<file path="src/rtl/regfile_sweep_master.sv">
// regfile_sweep_master
//   Client-side initiator for the register-file model. Runs one command at a
//   time over a contiguous index range:
//     fill  - writes SEED (+i when INC) to indices BASE..BASE+COUNT-1, one per cycle
//     check - reads the same range back and accumulates a wrap-around checksum
//
//   Ports
//     CLK, RST_N                  clock, asynchronous active-low reset
//     START, START_MODE,          command strobe (accepted only in IDLE) and
//     START_BASE, START_COUNT,    command fields, latched on acceptance
//     START_SEED, START_INC
//     BUSY, DONE, ERR             status: busy, completion pulse, reject pulse
//     SUM                         checksum of the last check command
//     READ_REQ_WRITE(_VALID)      read request to target
//     READ_RESP_READ(_VALID)      combinational read response from target
//     WRITE_EN_WRITE, WRITE_INDEX_WRITE, WRITE_DATA_WRITE   write port to target
//     MISMATCH, MISMATCH_INDEX    first check failure (SWEEP_VERIFY_EN only)
//
//   Optional feature macro: SWEEP_VERIFY_EN (readback comparator). When it is
//   undefined, MISMATCH and MISMATCH_INDEX are tied to 0.
module regfile_sweep_master #(
   parameter int width = 32,
   parameter int n     = 5,
   parameter int size  = 32
) (
   input  logic             CLK,
   input  logic             RST_N,
   input  logic             START,
   input  logic             START_MODE,
   input  logic [n-1:0]     START_BASE,
   input  logic [n:0]       START_COUNT,
   input  logic [width-1:0] START_SEED,
   input  logic             START_INC,
   output logic             BUSY,
   output logic             DONE,
   output logic             ERR,
   output logic [width-1:0] SUM,
   output logic [n-1:0]     READ_REQ_WRITE,
   output logic             READ_REQ_WRITE_VALID,
   input  logic [width-1:0] READ_RESP_READ,
   input  logic             READ_RESP_READ_VALID,
   output logic             WRITE_EN_WRITE,
   output logic [n-1:0]     WRITE_INDEX_WRITE,
   output logic [width-1:0] WRITE_DATA_WRITE,
   output logic             MISMATCH,
   output logic [n-1:0]     MISMATCH_INDEX
);

   localparam logic [1:0] IDLE  = 2'd0;
   localparam logic [1:0] FILL  = 2'd1;
   localparam logic [1:0] CHECK = 2'd2;
   localparam logic [1:0] FIN   = 2'd3;

   logic [1:0]       state;
   logic [n-1:0]     idx;
   logic [width-1:0] pat;
   logic [n:0]       remaining;
   logic             inc;
   logic [width-1:0] sum;
   logic             err_q;

   // Range end computed two bits wider than the index so BASE+COUNT cannot wrap.
   logic [n+1:0]     range_end;
   logic             too_big;
   logic             accept;
   logic             last_beat;

   always_comb begin
      range_end = (n+2)'(START_BASE) + (n+2)'(START_COUNT);
      too_big   = range_end > (n+2)'(size);
      accept    = (state == IDLE) && START && !too_big && (START_COUNT != '0);
      last_beat = (remaining == (n+1)'(1));
   end

   always_ff @(posedge CLK or negedge RST_N) begin
      if (!RST_N) begin
         state     <= IDLE;
         idx       <= '0;
         pat       <= '0;
         remaining <= '0;
         inc       <= 1'b0;
         sum       <= '0;
         err_q     <= 1'b0;
      end else begin
         err_q <= 1'b0;
         case (state)
            IDLE: begin
               if (START) begin
                  if (too_big) begin
                     err_q <= 1'b1;
                  end else if (START_COUNT == '0) begin
                     state <= FIN;
                  end else begin
                     idx       <= START_BASE;
                     pat       <= START_SEED;
                     remaining <= START_COUNT;
                     inc       <= START_INC;
                     if (START_MODE) begin
                        state <= CHECK;
                        sum   <= '0;
                     end else begin
                        state <= FILL;
                     end
                  end
               end
            end
            FILL: begin
               idx       <= idx + 1'b1;
               pat       <= pat + width'(inc);
               remaining <= remaining - 1'b1;
               if (last_beat) state <= FIN;
            end
            CHECK: begin
               // A low response valid stalls with index and request held.
               if (READ_RESP_READ_VALID) begin
                  sum       <= sum + READ_RESP_READ;
                  idx       <= idx + 1'b1;
                  pat       <= pat + width'(inc);
                  remaining <= remaining - 1'b1;
                  if (last_beat) state <= FIN;
               end
            end
            default: state <= IDLE;   // FIN: DONE shown for exactly this cycle
         endcase
      end
   end

`ifdef SWEEP_VERIFY_EN
   logic         mm;
   logic [n-1:0] mm_idx;

   always_ff @(posedge CLK or negedge RST_N) begin
      if (!RST_N) begin
         mm     <= 1'b0;
         mm_idx <= '0;
      end else if (accept && START_MODE) begin
         mm     <= 1'b0;
         mm_idx <= '0;
      end else if ((state == CHECK) && READ_RESP_READ_VALID && !mm &&
                   (READ_RESP_READ != pat)) begin
         // Only the first failing word is recorded.
         mm     <= 1'b1;
         mm_idx <= idx;
      end
   end

   assign MISMATCH       = mm;
   assign MISMATCH_INDEX = mm_idx;
`else
   assign MISMATCH       = 1'b0;
   assign MISMATCH_INDEX = '0;
`endif

   assign BUSY                 = (state == FILL) || (state == CHECK);
   assign DONE                 = (state == FIN);
   assign ERR                  = err_q;
   assign SUM                  = sum;
   assign READ_REQ_WRITE       = idx;
   assign READ_REQ_WRITE_VALID = (state == CHECK);
   assign WRITE_EN_WRITE       = (state == FILL);
   assign WRITE_INDEX_WRITE    = idx;
   assign WRITE_DATA_WRITE     = pat;

endmodule

</file>
<file path="config.mk">
export PLATFORM = sky130hd
export DESIGN_NAME = regfile_sweep_master
export DESIGN_NICKNAME = d
export VERILOG_FILES = /design/src/rtl/regfile_sweep_master.sv
export SDC_FILE = /design/constraint.sdc
export NUM_CORES = 1
export LEC_CHECK = 0
export ABC_CLOCK_PERIOD_IN_PS = 3850
export BUFFER_PORTS_ARGS = -buffer_cell sky130_fd_sc_hd__buf_2
export CORE_ASPECT_RATIO = 1.1
export CORE_MARGIN = 5
export CORE_UTILIZATION = 54
export CTS_CLUSTER_SIZE = 28
export DETAILED_ROUTE_END_ITERATION = 12
export PLACE_DENSITY_LB_ADDON = 0.2
export SYNTH_ARGS = -nofsm -noshare
export SYNTH_HDL_FRONTEND = slang
export SYNTH_SLANG_ARGS = --single-unit
</file>
<file path="constraint.sdc">
create_clock -name CLK -period 3.85 [get_ports CLK]
set_input_delay 0 -clock CLK [delete_from_list [all_inputs] [get_ports CLK]]
set_output_delay 0 -clock CLK [all_outputs]
set_load 0.02 [all_outputs]
</file>
* Word level (Yosys, flattened, before mapping)
Cells that the tools add are included.
** Storage, ports and cells
- Flip-flop bits (word level) :: 79
- Output and inout port bits :: 85
** Operators by class
- Add/subtract/negate cells :: 5
- Order comparisons :: 1
- Equality and inequality tests :: 9
- Muxes and demuxes :: 31
- Bitwise gates (word level) :: 2
- Reduce and logical (&&, ||, !) cells :: 9
** Operator list (number)
- $mux W32 :: 9
- $pmux W32 S3 :: 1
- $pmux W32 S2 :: 1
- $add A32 B1 Y32 :: 1
- $add A32 B32 Y32 :: 1
- $mux W6 :: 4
- $mux W5 :: 4
- $pmux W6 S3 :: 1
- $pmux W5 S3 :: 1
- $mux W2 :: 6
- $ne A2 B2 Y1 const B :: 4
- $add A5 B6 Y7 :: 1
- $gt A7 B6 Y1 const B :: 1
- $eq A6 B1 Y1 const B :: 1
- $logic_not A6 Y1 :: 1
- $pmux W2 S3 :: 1
- $reduce_and A6 Y1 :: 1
- $sub A6 B1 Y6 const B :: 1
- $add A5 B1 Y5 const B :: 1
- $reduce_and A5 Y1 :: 1
- $eq A2 B2 Y1 const B :: 2
- $reduce_and A4 Y1 :: 1
- $mux W1 :: 3
- $reduce_and A3 Y1 :: 1
- other kinds (7) :: 8

* Depth between registers and ports, before layout
Gate-level depths: netlist of the first run.
- Word-level depth :: 5
- Depth in mapped cells :: 15
- Mapped depth without buffers :: 13

* Least setup slack after synthesis of the first run
OpenSTA, ideal clock, no wires.
- Kind :: register to register
- From :: reg sum[0], in the netlist SUM[0]
- To :: reg sum[30], in the netlist SUM[30]
- Data arrival time :: 2755 ps
- Required time :: 3729 ps
- Setup slack :: 974 ps
- Cell stages (with the launch flop) :: 12
- Path buffers :: 0
- Cell sequence :: dfrtp_1 -> ha_1 -> fa_1 -> a211oi_1 -> o21ai_1 -> a31oi_1 -> nor4b_1 -> o41ai_2 -> o21ai_1 -> a31oi_1 -> xnor2_1 -> a22o_1
** Between the ends
- Word-level cells in the longest chain between the ends :: 3
** Ends and longest elaborated chain
- start: declaration :: RTL line 59 : logic [width-1:0] sum;
- start signal: assignment :: RTL line 116 : sum <= sum + READ_RESP_READ;
- $add A32 B32 Y32 :: RTL line 116
- $mux W32 :: RTL line 115 : if (READ_RESP_READ_VALID) begin
- $pmux W32 S2 :: RTL line 86 : case (state)
No other way between the ends. The select of a mux whose other input is x is not followed.
A chain may end at the register's enable or synchronous reset.

* Worst setup path after layout of the first run
- From :: in START_BASE[2]
- To :: reg remaining[0]
** Between the ends
- Word-level cells in the longest chain between the ends :: 4
** Ends and longest elaborated chain
- start: declaration :: RTL line 30 : input logic [n-1:0] START_BASE,
- $add A5 B6 Y7 :: RTL line 69 : range_end = (n+2)'(START_BASE) + (n+2)'(START_COUNT);
- $gt A7 B6 Y1 :: RTL line 70 : too_big = range_end > (n+2)'(size);
- $ne A2 B2 Y1 (no source line)
- $reduce_and A5 Y1 (no source line)
- end signal: assignment :: RTL line 110 : remaining <= remaining - 1'b1;
- end signal: assignment :: RTL line 119 : remaining <= remaining - 1'b1;
- end: declaration :: RTL line 57 : logic [n:0] remaining;
No other way between the ends.

==> results of run 1 <==
[layer usage]
layer,track usage [%],vias to the layer above
met2,45.3,223
met4,7.79,0
met5,0,-
met3,4.09,29
li1,-,2938
met1,33.0,2925
[how the worst max path moves through the flow]
| stage | startpoint | end | slack [ns] | cells after the start |
|---|---|---|---|---|
| after CTS | START_BASE[2] | remaining[4]$_DFFE_PN0P_ | 0.53 | 15 |
| after detailed placement | START_BASE[0] | WRITE_DATA_WRITE[6]$_DFFE_PN0P_ | 0.73 | 16 |
| final | START_BASE[2] | remaining[0]$_DFFE_PN0P_ | 0.50 | 15 |
| after global routing | START_BASE[2] | remaining[0]$_DFFE_PN0P_ | 0.29 | 15 |
| after floorplan | SUM[0]$_DFFE_PN0P_ | SUM[30]$_DFFE_PN0P_ | 0.97 | 11 |
| after global placement | SUM[0]$_DFFE_PN0P_ | SUM[30]$_DFFE_PN0P_ | 0.80 | 11 |
[placed cells by master, fill, tap and decap left out, types with 4 or more instances in the layout]
cell | Yosys | final
a22o_1 | 4 | 4
conb_1 | 1 | 6
nand2_1 | 65 | 65
a31o_2 | 4 | 4
a31oi_1 | 5 | 5
a21oi_1 | 69 | 69
mux2i_1 | 4 | 4
o31ai_2 | 13 | 13
xor2_1 | 15 | 15
and3_1 | 19 | 19
nor2_1 | 24 | 23
dlygate4sd3_1 | 0 | 40
nor2b_1 | 7 | 7
and2_1 | 4 | 4
o21ai_0 | 54 | 54
clkbuf_16 | 0 | 9
buf_2 | 7 | 158
inv_1 | 15 | 15
nand3_1 | 28 | 28
dfrtp_1 | 79 | 79
a21o_1 | 22 | 22
xnor2_1 | 14 | 14
o21a_1 | 5 | 5
nor3_1 | 9 | 9
nand2b_1 | 9 | 9
o22ai_1 | 38 | 38
nand4_1 | 32 | 32
ha_1 | 45 | 45
buf_4 | 11 | 10
o31ai_1 | 10 | 10
[cell families (layout without fill, tap and decap cells)]
kind of cell | Yosys count | count (layout)
AO/OA/AOI/OAI | 255 | 255
XOR/XNOR | 29 | 29
adder cells (fa/ha/maj) | 47 | 47
buffers and inverters | 61 | 237
flip-flops | 79 | 79
multiplexers | 6 | 6
other | 1 | 7
AND/OR/NAND/NOR | 213 | 213
[per-stage QoR]
step,total power (uW),instance area [sq um],hold WS (ns)
5_1_grt,6730,7450,0.0201
6_report,6250,7450,0.00421
3_5_place_dp,5410,6790,0.242
3_3_place_gp,5290,6790,0.235
4_1_cts,6240,7450,0.00320
2_1_floorplan,4370,5960,-0.296
[area by class of cell]
cell class	instances	area (sq um)	share of cell area [%]
diodes	1	2.50	0.0336
flip-flops and latches	79	1980	26.5
multi-input cells	556	3690	49.5
inverters	15	56.3	0.756
clock buffers	11	243	3.26
repair buffers	209	1290	17.3
clock inverters	2	10.0	0.134
well taps	147	184	2.47
[what timing repair did]
item                                    4_1_cts  5_1_grt
hold endpoints to repair                    118        0
hold buffers                                 40        0
setup buffers                                 0        0
endpoints found under the setup margin        0        0
[flip-flops by register name (all words and copies together) (netlist names)]
| register | flops |
|---|---|
| state | 2 |
| SUM | 32 |
| remaining | 6 |
| WRITE_DATA_WRITE | 32 |
| ERR | 1 |
| READ_REQ_WRITE | 5 |
| inc | 1 |
[power by group]
group          switching, uW  internal [uW]  leakage [uW]
Sequential               456           1230      0.000986
Clock                    331            442      0.000127
Combinational           2390           1410       0.00251
Total                   3180           3080       0.00363
[worst min-delay path, stage by stage]
cell,delay (ns)
buf_2,0.11
mux2i_1,0.06
o21ai_0,0.13
[Yosys cell counts (all sizes together), types with 2 or more instances]
cell and count:
and2 4, o211ai 2, nor2 25, mux2 2, nand4 32, dfrtp 79
a21o 22, inv 15, o21ai 58, xor2 15, a211oi 2, a21boi 2
o31a 2, a221oi 2, o31ai 23, o21a 6, clkbuf 22, o21bai 2
or2 3, ha 45, nor4 2, and3 19, a21oi 70, nor4b 2
nor3 9, a211o 2, or3 2, mux2i 4, xnor2 14, o311ai 2
buf 24, o22ai 38, a31oi 5, nand3 28, o41ai 2, nor2b 7
nand2b 9, a31o 5, a22o 4, nor3b 2, nand2 65, fa 2
==> impl_metrics.ini, run 1 <==
[clock_tree]
post_cts_resize_count = 0
cts.clk_slew.worst_paths_ns = 0.06
cts.path.max_buffers = 2
worst_skew_pair.late_latency_ns = 0.34
cts_root_buf = clkbuf_16
clock-sinks = 79
htree_levels = 3
tritoncts = done
cts_made_buffers = 9

[timing]
clock_skew_ns = 0.00807
finalSetupViolCount = 0
finalSetupTns_ns = 0
timing.final.crit_share_pct = 87.1
slew_headroom_pct = 29.4
setup_slack_ns = 0.498
final_max_slew_viol_count = 0
worst_pin_slew_ns = 1.06
final_hold_viol_count = 0
max_clock_freq_mhz = 298
layout_min_cycle_time_ns = 3.35
grt_setup_unrepaired = false

[logic_synthesis]
yosys.area.top_type_share_pct = 33.3
synth_top_cells_by_area = dfrtp_1, ha_1, a21oi_1
synth-xor-area-share_pct = 4.27
synth_fa_ha_area_share_pct = 10.1
synth_top_family_by_area = compound AO/OA/AOI/OAI gates
synthMuxAreaShare_pct = 1.05
synth_ff_type = dfrtp_1
synth_cells = 691
synth_seq_cells = 79
ys_types = 65
synth_seq_area_share_pct = 33.3
synth_edf_count = 0
syn_area_sq_um = 5940
syn_area_per_cell_sq_um = 8.60
synth-warning-count = 0
synth_top_cell_by_area = dfrtp_1
synth_simple_gate_area_share_pct = 18.1
synth_compound_area_share_pct = 28.0
synthArstFlopShare_pct = 100

[routing]
wl_per_cell_um = 16.9
vias = 6115
drt_iter0_markers = 353
met2_length_um = 8730
viasPerCell = 6.00
drc = 0
postRouteAntennaNets = 0
drt_wl_total_um = 17300
top_layer = met4
drt_first_pass_iters = 5
wl_met1_um = 7180
dr_wl_met3_um = 1050

[global_routing]
grt_pass1_wl_um = 28000
antenna_found_initial = 0
grt_use_total_pct = 26.1
grt_max_degree = 80
overflow = 0
grt_pass1_vias = 5892

[pwr]
power.density_nw_per_um2 = 840
power.leakage_uw = 0.00363
peakVddDrop_uv = 578

[worst_setup_path]
r2r-end = SUM[30]$_DFFE_PN0P_
worstPathCellList = dlygate4sd3_1 > buf_2 > ha_1 > nor2b_1 > o21a_1 > or3_1 > a21oi_1 > o21a_2 > o21ai_2 > o21ai_2 > buf_4 > and2_1 > buf_4 > nand3_1 > o311ai_0
arrival_ns = 3.57
r2r-start = SUM[0]$_DFFE_PN0P_
cp_top_family = buffers and inverters
r2r_setup_slack_ns = 0.77
worst_path_largest_cell_delay_ns = 0.53
path_class = primary input to register
crit_fanout = 22
crit_required_ns = 4.07
worstRegToRegCells = 11
endpoint_kind = register
worstSetupStartpointType = primary input
cp_num_buf_inv = 4
cp_slowest_cell = dlygate4sd3_1

[min_path]
min_path_cells = 3
whs_endpoint = READ_REQ_WRITE[1]$_DFFE_PN0P_
hold_start = START_BASE[1]
hold_path_class = primary input to register

[die]
die_h_um = 120
initial_core_util_pct = 54.7
rows = 40
die_w_um = 110
dieArea_sq_um = 13200
core_area_sq_um = 10900
pin_count = 166

[finish]
fillers = 901
final_nets = 998
syn2layout_area_growth_pct = 25.3
layout-drive-gt1-share_pct = 24.0
fin_util_pct = 68.6
stdcell_count = 1020

[placed_design]
place.gp.congestion = 0.925
io_buffer_count = 159
hpwl_um = 12300
place_worst_setup_slack_ns = 0.727
dp.cells = 966

[outcome]
status = finished, final reports clean

[run]
cap_viol_max_count = 0
Note: power is estimated with default switching activity, not from simulation.
==> inputs of run 2 (changes only) <==
--- a/config.mk
+++ b/config.mk
@@ -6,13 +6,14 @@
 export NUM_CORES = 1
 export LEC_CHECK = 0
 export ABC_CLOCK_PERIOD_IN_PS = 3850
-export BUFFER_PORTS_ARGS = -buffer_cell sky130_fd_sc_hd__buf_2
+export BUFFER_PORTS_ARGS = -buffer_cell sky130_fd_sc_hd__buf_4
 export CORE_ASPECT_RATIO = 1.1
 export CORE_MARGIN = 5
 export CORE_UTILIZATION = 54
 export CTS_CLUSTER_SIZE = 28
 export DETAILED_ROUTE_END_ITERATION = 12
 export PLACE_DENSITY_LB_ADDON = 0.2
+export REMOVE_ABC_BUFFERS = 1
 export SYNTH_ARGS = -nofsm -noshare
 export SYNTH_HDL_FRONTEND = slang
 export SYNTH_SLANG_ARGS = --single-unit
==> run 2 against run 1 <==
Effect of this change:
- sequential share of layout area down 1.5 points
- combinational power rose by 5.3%
- critical path depth up 1
- cell area up 5.8%
- via count is 0.69% lower
- clock power up 10%
- total power rose by 4.6%
==> impl_metrics.ini, run 2 (synthesized netlist as in run 1, its figures left out) <==
[worst_setup_path]
crit_required_ns = 4.09
worst_path_largest_cell_delay_ns = 0.76
endpoint_kind = register
cp_top_family = compound AO/OA/AOI/OAI gates
worstSetupStartpointType = primary input
cp_slowest_cell = o31a_2
arrival_ns = 3.64
worstPathCellList = dlygate4sd3_1 > buf_4 > ha_1 > inv_1 > fa_1 > nor2b_1 > o21a_1 > or2_1 > nor3b_1 > mux2_2 > o21ai_2 > or2_1 > o31a_2 > buf_4 > nand2_1 > o31ai_2
crit_fanout = 39
cp_num_buf_inv = 4
path_class = primary input to register

[finish]
antenna-diode-count = 0
layout-drive-gt1-share_pct = 23.9
final_nets = 999
syn2layout_area_growth_pct = 32.6
fin_util_pct = 72.6
final_cell_mix = buf_4, dfrtp_1, a21oi_1
final_common_cell = buf_4
fillers = 813

[die]
dieArea_sq_um = 13200
die_h_um = 120
die_w_um = 110
core_area_sq_um = 10900
initial_core_util_pct = 54.7
rows = 40
pin_count = 166

[routing]
drt_wl_total_um = 17200
drt_iter0_markers = 332
viasPerCell = 5.94
wl_per_cell_um = 16.8
drt_first_pass_iters = 5
vias = 6073
postRouteAntennaNets = 0
drc = 0

[clock_tree]
postCtsSetupRepairBufs = 0
cts.clk_slew.worst_paths_ns = 0.06
cts_root_buf = clkbuf_16
worst_skew_pair.late_latency_ns = 0.34
cts_made_buffers = 9
htree_levels = 3
cts.path.max_buffers = 2
clock-sinks = 79
tritoncts = done

[global_routing]
overflow = 0
grt_pass1_wl_um = 27900
antenna_found_initial = 0
grt_pass1_vias = 5841
grt_use_total_pct = 26.0
grt_max_degree = 80

[timing]
finalSetupTns_ns = 0
max_clock_freq_mhz = 294
finalSetupViolCount = 0
layout_min_cycle_time_ns = 3.40
slew_headroom_pct = 29.4
setup_slack_ns = 0.451
clock_skew_ns = 0.00477
final_max_slew_viol_count = 0
grt_setup_unrepaired = false
worst_pin_slew_ns = 1.06
final_hold_viol_count = 0
timing.final.crit_share_pct = 88.3
whs_ns = 0.00550

[placed_design]
place_worst_setup_slack_ns = 0.676
io_buffer_count = 159
hpwl_um = 11800
place.gp.congestion = 0.948

[min_path]
hold_path_class = primary input to register

[run]
cap_viol_max_count = 0

[pwr]
power.density_nw_per_um2 = 830
peakVddDrop_uv = 524
finalPower_uw = 6540
power.leakage_uw = 0.00374

[outcome]
status = finished, final reports clean
## run 2: path summary, 6_finish.rpt
kind | from | end | slack [ns] | cells after the start
max | START_BASE[0] | SUM[21]$_DFFE_PN0P_ | 0.45 | 16
max reg2reg | SUM[0]$_DFFE_PN0P_ | SUM[30]$_DFFE_PN0P_ | 0.74 | 11
max in group asynchronous | RST_N | WRITE_DATA_WRITE[31]$_DFFE_PN0P_ | 2.78 | 2
min reg2reg | inc$_DFFE_PN0P_ | inc$_DFFE_PN0P_ | 0.51 | 1
min | START_SEED[1] | WRITE_DATA_WRITE[1]$_DFFE_PN0P_ | 0.005 | 3
min in group asynchronous | RST_N | WRITE_DATA_WRITE[23]$_DFFE_PN0P_ | 0.36 | 2
## run 2: worst min-delay path: cells and delay by family
kind	cells	cell delay [ns]
compound gates	1	0.16
mux	1	0.05
buf+inv	1	0.09
## run 2: cell type report
class / instances / area [sq um] / area share, %
flip-flops and latches: 79 / 1980 / 25.1
multi-input cells: 556 / 3690 / 46.8
clock buffers: 10 / 229 / 2.91
repair buffers: 210 / 1680 / 21.4
well taps: 147 / 184 / 2.33
inverters: 15 / 56.3 / 0.714
clock inverters: 5 / 60.1 / 0.762
## run 2: repair_timing
action / CTS / global route
resized for setup: 0 / 0
hold buffers: 43 / 0
endpoints found under the hold margin: 121 / 0
## run 2: through the flow
stage | instances | area [sq um]
after global placement | 964 | 7160
after floorplan | 650 | 5720
after CTS | 1022 | 7880
final | 1022 | 7880
after global routing | 1022 | 7880
after detailed placement | 964 | 7160
## run 2: power breakdown
part	switching (uW)	total (uW)	internal, uW
logic	2390	4000	1610
registers	463	1690	1230
clock network	351	851	500
## run 2: metal layers
| metal | vias up | track usage, % | wire length [um] |
|---|---|---|---|
| met1 | 2870 | 35.5 | 7610 |
| met3 | 32 | 4.52 | 1100 |
| met4 | 0 | 8.57 | 380 |
| li1 | 2947 | - | - |
| met2 | 224 | 41.4 | 8070 |
| met5 | - | 0 | 0 |
==> inputs of run 3 (changes only) <==
--- a/config.mk
+++ b/config.mk
@@ -5,11 +5,12 @@
 export SDC_FILE = /design/constraint.sdc
 export NUM_CORES = 1
 export LEC_CHECK = 0
+export ABC_AREA = 1
 export ABC_CLOCK_PERIOD_IN_PS = 3850
 export BUFFER_PORTS_ARGS = -buffer_cell sky130_fd_sc_hd__buf_4
 export CORE_ASPECT_RATIO = 1.1
 export CORE_MARGIN = 5
-export CORE_UTILIZATION = 54
+export CORE_UTILIZATION = 56
 export CTS_CLUSTER_SIZE = 28
 export DETAILED_ROUTE_END_ITERATION = 12
 export PLACE_DENSITY_LB_ADDON = 0.2
==> constraint.sdc (replaced) <==
create_clock -name CLK -period 3.85 [get_ports CLK]
set_input_delay 0.5775 -clock CLK [delete_from_list [all_inputs] [get_ports CLK]]
set_output_delay 0.5775 -clock CLK [all_outputs]
set_load 0.02 [all_outputs]
==> run 3 against run 2 <==
Effect of this change:
- combinational power fell by 4%
- die area rose by 18%
- critical endpoint is now READ_REQ_WRITE[3]$_DFFE_PN0P_
- total power fell by 3.0%
- sequential share of layout area fell by 3.0 points
- synthesized cell count rose by 72%
- cell count rose by 47%
- non-clock buffer count fell by 46
==> impl_metrics.ini, run 3 <==
[outcome]
status = finished, final reports clean

[clock_tree]
cts_hold_buf = 0
cts.path.max_buffers = 2
post_cts_resize_count = 0
cts_root_buf = clkbuf_16
cts_made_buffers = 9
worst_skew_pair.late_latency_ns = 0.35
clock-sinks = 79
cts.clk_slew.worst_paths_ns = 0.06
htree_levels = 3
postCtsSetupRepairBufs = 0
tritoncts = done

[global_routing]
grt_pass1_wl_um = 34000
overflow = 0
antenna_found_initial = 0
grt_use_total_pct = 26.9
grt_pass1_vias = 7353
grt_max_degree = 87

[worst_setup_path]
worstSetupStartpointType = primary input
crit_fanout = 86
path_class = primary input to register
worstRegToRegCells = 8
worst_path_largest_cell_delay_ns = 0.63
worstPathCellList = buf_4 > ha_1 > inv_1 > fa_1 > nand2_1 > nor2_1 > nand2_1 > nor2_1 > nand2_1 > nand2_1 > nand2_2 > nand2_4 > nand3_4 > nand2_1 > o21ai_1
endpoint_kind = register
crit_required_ns = 4.05
arrival_ns = 2.96
cp_slowest_cell = nand3_4
crit_top_cell = nand2_1

[logic_synthesis]
synth_top_cells_by_area = dfrtp_1, nand2_1, inv_1
synth_edf_count = 0
synth_top_cell_by_area = dfrtp_1
yosysMostFrequentCell = nand2_1
synthArstFlopShare_pct = 100
synth-warning-count = 0
ys_types = 36
synth_ff_type = dfrtp_1
synth_cells = 1189
synth_seq_cells = 79
synth_commonest_cells = nand2_1, inv_1, nor2_1
synth_seq_area_share_pct = 26.7
syn_area_sq_um = 7410
yosys.area.top_type_share_pct = 26.7
syn_area_per_cell_sq_um = 6.23

[die]
dieArea_sq_um = 15600
initial_core_util_pct = 56.5
rows = 44
pin_count = 166
die_w_um = 120
die_h_um = 131
core_area_sq_um = 13100

[placed_design]
io_buffer_count = 159
place.gp.congestion = 0.949
hpwl_um = 16300
dp.cells = 1484

[pwr]
p_switching_uw = 3130
power.leakage_uw = 0.00499
power.share.clock_pct = 14.8
intPower_uw = 3220
sw_frac_of_total_pct = 49.3
pwr-share-comb_pct = 60.3
peakVddDrop_uv = 476
seqPwrFrac_pct = 24.9
power.density_nw_per_um2 = 709

[timing]
slew_headroom_pct = 40.1
finalSetupTns_ns = 0
max_clock_freq_mhz = 362
worst_pin_slew_ns = 0.898
clock_skew_ns = 0.00947
grt_setup_unrepaired = false
timing.final.crit_share_pct = 71.7
final_max_slew_viol_count = 0
layout_min_cycle_time_ns = 2.76
finalSetupViolCount = 0
final_hold_viol_count = 0

[routing]
drt_iter0_markers = 433
postRouteAntennaNets = 0
drc = 0
drt_first_pass_iters = 5
viasPerCell = 5.15
vias = 7716
drt_wl_total_um = 20700
wl_per_cell_um = 13.8

[finish]
layout-drive-gt1-share_pct = 14.1
final_cell_mix = nand2_1, inv_1, buf_4
final_nets = 1462
syn2layout_area_growth_pct = 20.8
final_common_cell = nand2_1
fin_util_pct = 68.3
stdcell_count = 1499
antenna-diode-count = 0

[min_path]
hold_path_class = primary input to async pin

[run]
cap_viol_max_count = 0
[run 3: cell types whose count changed in the layout (fill, tap and decap cells not counted), moves of 19 or more]
cell / delta
dlygate4sd3_1: -43
nand4_1: -20
nand2_1: +391
inv_1: +161
o21ai_1: +36
a21o_1: -21
o22ai_1: -36
a21oi_1: -49
nor2_1: +97
nand3_1: +28
and3_1: -19
mux2i_1: +22
[run 3: final timing paths]
path / from / slack, ns / endpoint
max reg2reg: state[0]$_DFFE_PN0P_ / 1.21 / READ_REQ_WRITE[3]$_DFFE_PN0P_
min: RST_N / 0.27 / SUM[4]$_DFFE_PN0P_
min in group CLK: START / 0.48 / ERR$_DFF_PN0_
max: START_COUNT[0] / 1.09 / READ_REQ_WRITE[3]$_DFFE_PN0P_
max in group asynchronous: RST_N / 2.73 / remaining[2]$_DFFE_PN0P_
min reg2reg: inc$_DFFE_PN0P_ / 0.52 / inc$_DFFE_PN0P_
[run 3: power by group through the flow]
stage	registers, uW	clock network, uW	logic (uW)
floorplan	1840	0	2310
global placement	1580	0	3750
detailed placement	1580	0	3840
CTS	1580	953	3850
global route	1640	978	4290
finish	1580	939	3830
[run 3: cells by family after synthesis]
group,Yosys count,synth area share (%)
AND/OR/NAND/NOR,673,36.8
multiplexers,26,3.51
other,1,0.0506
adder cells (fa/ha/maj),47,8.14
flip-flops,79,26.7
XOR/XNOR,41,4.85
buffers and inverters,212,12.0
AO/OA/AOI/OAI,110,7.96
[run 3: worst max-delay path: cells and delay by family]
family                   cells  cell delay, ns
AO/OA/AOI/OAI                1            0.10
AND/OR/NAND/NOR             10            1.48
adder cells (fa/ha/maj)      2            0.63
buffers and inverters        2            0.15
[run 3: per-layer routing]
| metal | routed length (um) | GRT usage [%] | vias up |
|---|---|---|---|
| li1 | - | - | 3961 |
| met1 | 8490 | 30.8 | 3470 |
| met2 | 10200 | 49.3 | 234 |
| met3 | 1270 | 4.65 | 51 |
| met4 | 762 | 12.6 | 0 |
| met5 | 0 | 0 | - |
[run 3: area by class of cell]
type	count	area, sq um
repair buffers	164	1230
well taps	161	201
clock buffers	10	229
flip-flops and latches	79	1980
multi-input cells	903	4560
fillers	1247	4160
inverters	177	664
clock inverters	5	83.8
[run 3: metrics by stage]
step / cell area, sq um / hold WS, ns / power, uW / setup WS (ns)
2_1_floorplan: 7200 / 0.282 / 4150 / 1.18
3_3_place_gp: 8630 / 0.498 / 5330 / 0.806
3_5_place_dp: 8630 / 0.506 / 5420 / 0.697
4_1_cts: 8950 / 0.294 / 6380 / 1.10
5_1_grt: 8950 / 0.331 / 6910 / 0.684
6_report: 8950 / 0.269 / 6350 / 1.09
